$ cat src/rtl/sd_sqrt_scheduler.sv
// rtl/sd_sqrt_scheduler.sv - round-robin scheduler sharing one iterative sqrt unit among N requesters
module sd_sqrt_scheduler #(
  parameter int WIDTH   = 8,
  parameter int N_REQ   = 4,
  parameter int ID_W    = $clog2(N_REQ),
  parameter int TIMEOUT = 64
) (
  input  logic                   clk,
  input  logic                   reset_n,
  input  logic [N_REQ-1:0]       req_valid,
  input  logic [N_REQ*WIDTH-1:0] req_data,
  output logic [N_REQ-1:0]       req_ready,
  output logic                   sq_start,
  output logic [WIDTH-1:0]       sq_rad,
  input  logic                   sq_busy,
  input  logic                   sq_valid,
  input  logic [WIDTH-1:0]       sq_root,
  input  logic [WIDTH-1:0]       sq_rem,
  output logic                   rsp_valid,
  input  logic                   rsp_ready,
  output logic [ID_W-1:0]        rsp_id,
  output logic [WIDTH-1:0]       rsp_root,
  output logic [WIDTH-1:0]       rsp_rem,
  output logic                   rsp_err
);

  localparam int CNT_W = $clog2(TIMEOUT);

  typedef enum logic [1:0] {IDLE, START, WAIT, RESP} state_t;

  state_t           state_q;
  state_t           state_d;
  logic [ID_W-1:0]  rr_ptr;
  logic [ID_W-1:0]  id_q;
  logic [WIDTH-1:0] rad_q;
  logic [WIDTH-1:0] root_q;
  logic [WIDTH-1:0] rem_q;
  logic             err_q;
  logic [CNT_W-1:0] cnt_q;

  logic             grant_hit;
  logic [ID_W-1:0]  grant_id;
  logic [WIDTH-1:0] grant_data;
  logic             timeout_hit;

  // sq_busy is informational only; sequencing relies on start/valid alone
  logic unused_busy;
  assign unused_busy = sq_busy;

  // Round-robin search: first valid requester at or above rr_ptr, wrapping around
  always_comb begin
    int idx;
    idx        = 0;
    grant_hit  = 1'b0;
    grant_id   = '0;
    grant_data = '0;
    for (int k = 0; k < N_REQ; k++) begin
      idx = int'(rr_ptr) + k;
      if (idx >= N_REQ) idx = idx - N_REQ;
      if (!grant_hit && req_valid[idx]) begin
        grant_hit  = 1'b1;
        grant_id   = ID_W'(idx);
        grant_data = req_data[idx*WIDTH +: WIDTH];
      end
    end
  end

  assign timeout_hit = (cnt_q == CNT_W'(TIMEOUT - 1));

  // State register
  always_ff @(posedge clk or negedge reset_n) begin
    if (!reset_n) state_q <= IDLE;
    else          state_q <= state_d;
  end

  // Next-state: accept -> start pulse -> wait for result or timeout -> hold response
  always_comb begin
    state_d = state_q;
    case (state_q)
      IDLE:    if (grant_hit) state_d = START;
      START:   state_d = WAIT;
      WAIT:    if (sq_valid || timeout_hit) state_d = RESP;
      RESP:    if (rsp_ready) state_d = IDLE;
      default: state_d = IDLE;
    endcase
  end

  // Datapath: latch the accepted radicand, count WAIT cycles, capture result, advance pointer
  always_ff @(posedge clk or negedge reset_n) begin
    if (!reset_n) begin
      rr_ptr <= '0;
      id_q   <= '0;
      rad_q  <= '0;
      root_q <= '0;
      rem_q  <= '0;
      err_q  <= 1'b0;
      cnt_q  <= '0;
    end else begin
      case (state_q)
        IDLE: begin
          if (grant_hit) begin
            rad_q <= grant_data;
            id_q  <= grant_id;
          end
        end
        START: cnt_q <= '0;
        WAIT: begin
          // a result arriving on the terminal count still counts as success
          if (sq_valid) begin
            root_q <= sq_root;
            rem_q  <= sq_rem;
            err_q  <= 1'b0;
          end else if (timeout_hit) begin
            root_q <= '0;
            rem_q  <= '0;
            err_q  <= 1'b1;
          end else begin
            cnt_q <= cnt_q + CNT_W'(1);
          end
        end
        RESP: begin
          if (rsp_ready) rr_ptr <= (id_q == ID_W'(N_REQ - 1)) ? '0 : id_q + ID_W'(1);
        end
        default: ;
      endcase
    end
  end

  assign req_ready = (reset_n && state_q == IDLE && grant_hit) ? (N_REQ'(1) << grant_id) : '0;
  assign sq_start  = (state_q == START);
  assign sq_rad    = rad_q;
  assign rsp_valid = (state_q == RESP);
  assign rsp_id    = id_q;
  assign rsp_root  = root_q;
  assign rsp_rem   = rem_q;
  assign rsp_err   = err_q;

endmodule

$ cat config.mk
export PLATFORM = sky130hd
export DESIGN_NAME = sd_sqrt_scheduler
export DESIGN_NICKNAME = d
export VERILOG_FILES = /design/src/rtl/sd_sqrt_scheduler.sv
export SDC_FILE = /design/constraint.sdc
export NUM_CORES = 1
export LEC_CHECK = 0
export CAP_MARGIN = 20
export CELL_PAD_IN_SITES_DETAIL_PLACEMENT = 2
export CELL_PAD_IN_SITES_GLOBAL_PLACEMENT = 2
export CORE_ASPECT_RATIO = 1.5
export CORE_MARGIN = 1.5
export CORE_UTILIZATION = 39
export CTS_CLUSTER_SIZE = 10
export DETAILED_ROUTE_END_ITERATION = 10
export DONT_BUFFER_PORTS = 1
export GPL_ROUTABILITY_DRIVEN = 0
export GPL_TIMING_DRIVEN = 0
export HOLD_SLACK_MARGIN = 0.02
export PLACE_DENSITY = 0.9
export SYNTH_ARGS = -nofsm -noshare
export SYNTH_HDL_FRONTEND = slang
export SYNTH_SLANG_ARGS = --single-unit
export TNS_END_PERCENT = 1
$ cat constraint.sdc
create_clock -name clk -period 5.15 [get_ports clk]
set_input_delay 1.545 -clock clk [delete_from_list [all_inputs] [get_ports clk]]
set_output_delay 1.545 -clock clk [all_outputs]
set_load 0.05 [all_outputs]
==> flow_summary.yaml <==
run_status:
  run_status: "complete, no violations"
clocking:
  root_buffer: "clkbuf_16"
  clock-sinks: 37
  cts_tree: "yes"
  numCtsBuffers: 5
  hold_buffers: 0
  insertion_delay_ps: 280
  post_cts_buffers: 0
  path_clk_slew_ps: 50
  clk_path_buf_depth: 2
  htree_num_levels: 2
power:
  p_per_area_mw_per_mm2: 853
  peakVddDrop_v: 0.000291
  p_total_mw: 2.90
  p_leak_nw: 1.39
worst_setup_path:
  cp-start-kind: "register"
  crit_path_end_kind: "output pin"
  cp_max_fo: 10
  max_stage_delay_ps: 570
  r2r_start: "rr_ptr[0]"
  worstSetupPathType: "reg -> out"
  path_buf_inv: 4
  critPathRequiredTime_ps: 3610
  startpoint: "rr_ptr[0]"
  cp_slowest_cell: "mux4_2"
  cp_cell_sequence: "buf_6 > clkbuf_4 > inv_1 > ha_1 > mux4_2 > or2_4 > buf_6 > nor4_2 > a21oi_4 > nor3b_4"
  timing.critical_path.arrival_ps: 3500
  crit_family: "simple AND/OR/NAND/NOR gates"
  cpMostUsedCell: "buf_6"
timing:
  finClkSkew_ps: 2.67
  setup_slack_ps: 107
  period_minus_slack_ps: 5040
  tns_ps: 0
  setup_viol: 0
  fmax_mhz: 198
  drv_slew: 0
  period_share_pct: 97.9
  max-slew-margin-rel_pct: 54.3
  rsz0062_at_grt: "yes"
  tightest_slew_ps: 686
  hold_violations: 0
route:
  avgViaCountPerCell: 6.46
  route.detailed.drc: 0
  post_drt_wl_per_cell_um: 24.8
  drt_wl_total_um: 10300
  drt-pass1-iter-count: 4
  ant_nets: 0
  first_iter_violations: 167
  detailroute.via_count: 2681
placed_design:
  pre_cts_ws_ps: -253
  numPortBuffers: 0
  place_area_mm2: 0.00324
  place_hpwl_um: 7960
flow_run:
  drv_cap: 0
synth:
  synth_commonest_cells: "nand2_1, dfrtp_1, mux4_2, mux2i_1, nand3_1"
  synth_ff_type: "dfrtp_1"
  synth_edf_count: 0
  yosysMostFrequentCell: "nand2_1"
  yosys_register_bits: 37
  synth_top_area_share_pct: 29.8
  yosys.area.top_type: "dfrtp_1"
  syn-instance-count: 308
  ys_types: 43
  ys_seq_area_share_pct: 29.8
  netlist_top_cells_area: "dfrtp_1, mux4_2, mux2i_1"
  synth_nets: 374
  async_reset_ff_share_pct: 100
  syn_avg_cell_area_um2: 10.1
  synth_area_mm2: 0.00310
  yosysWarnings: 0
hold_path:
  hold_start: "cnt_q[4]"
  hold_class: "reg -> reg"
finish:
  syn_to_final_growth_pct: 9.60
  fin_area_mm2: 0.00340
  layout-drive-gt1-share_pct: 19.8
  num-nets-final: 379
  utilization_pct: 44.4
  n_antenna_cell: 0
global_routing:
  grt_max_degree: 40
  antenna_found_initial: 0
  grt_pass1_vias: 3165
  track_usage_pct: 25.6
  overflow: 0
  grt_pass1_wl_um: 16500
floorplan:
  dieArea_mm2: 0.00851
  start_util_pct: 40.5
  core-area_mm2: 0.00766
  boundaryPins: 90
  rows: 39
  die_h_um: 112
  die_w_um: 75.8
## flip-flops by register name, summed over array words and instances (netlist names)
name	flops
cnt_q	6
rr_ptr	2
rsp_err	1
rsp_id	2
rsp_rem	8
rsp_root	8
sq_rad	8
state_q	2
## final timing paths
path,slack [ps],to,depth (start not counted)
max in group asynchronous,4110,state_q[1],0
worst max register to register,2010,sq_rad[2],10
worst min register to register,550,cnt_q[4],1
worst min-delay path,550,cnt_q[4],1
min in group asynchronous,960,rsp_root[0],0
worst max-delay path,110,req_ready[2],10
## metrics by stage
stage,hold slack (ps),instances
2_1_floorplan,488,308
3_3_place_gp,532,410
3_5_place_dp,536,410
4_1_cts,545,417
5_1_grt,583,415
6_report,546,415
## timing repair
| action | 4_1_cts | 5_1_grt |
|---|---|---|
| endpoints found under the setup margin | 4 | 4 |
| gates resized for setup | 6 | 1 |
| pin swaps | 0 | 1 |
## cells by family (layout without fill, tap and decap cells)
kind of cell,count (synthesis),after routing,share of synthesized area [%]
AO/OA/AOI/OAI,63,63,14.1
XOR/XNOR,2,2,0.565
adder cells (fa/ha/maj),9,9,3.63
buffers and inverters,34,39,5.48
flip-flops,37,37,29.8
multiplexers,56,56,29.4
AND/OR/NAND/NOR,107,107,17.0
## final cells by class
class / count / area (um2)
buffer: 24 / 135
clock buffer: 7 / 143
fill: 823 / 4260
inverter: 8 / 31.3
multi-input combinational: 237 / 2040
sequential: 37 / 926
tap: 102 / 128
## worst reg2reg max path: stages (launching register included)
cell and delay (ps):
dfrtp_1 370, buf_6 140, clkbuf_4 260, inv_1 130, ha_1 390, buf_2 500
mux4_2 590, mux2i_1 180, o21ai_0 100, a22oi_1 250, a21oi_1 110
## power by group
part / total, mW / internal [mW] / switching, mW
clock: 0.297 / 0.190 / 0.108
combinational: 1.74 / 0.743 / 0.994
sequential: 0.867 / 0.407 / 0.459
total: 2.90 / 1.34 / 1.56
## metal layers
layer / share of wire, % / vias to the layer above / global-route usage, %
met1: 34 / 1376 / 26.1
met2: 57 / 116 / 46.3
li1: - / 1164 / -
met4: 2.7 / 0 / 10.6
met5: 0 / - / 0
met3: 7.3 / 25 / 7.36
## cells in the final DEF (no fill, tap or decap), types with 5 or more instances in the layout
| cell type | count |
|---|---|
| nand2_1 | 50 |
| dfrtp_1 | 37 |
| mux4_2 | 28 |
| mux2i_1 | 27 |
| nand3_1 | 20 |
| nor2_1 | 14 |
| o21ai_0 | 14 |
| a21oi_1 | 12 |
| clkbuf_1 | 10 |
| buf_2 | 9 |
| a21o_1 | 9 |
| ha_1 | 9 |
| o221ai_1 | 8 |
| a22oi_1 | 8 |
| inv_1 | 6 |
| clkbuf_16 | 5 |
(Power assumes the default switching activity.)
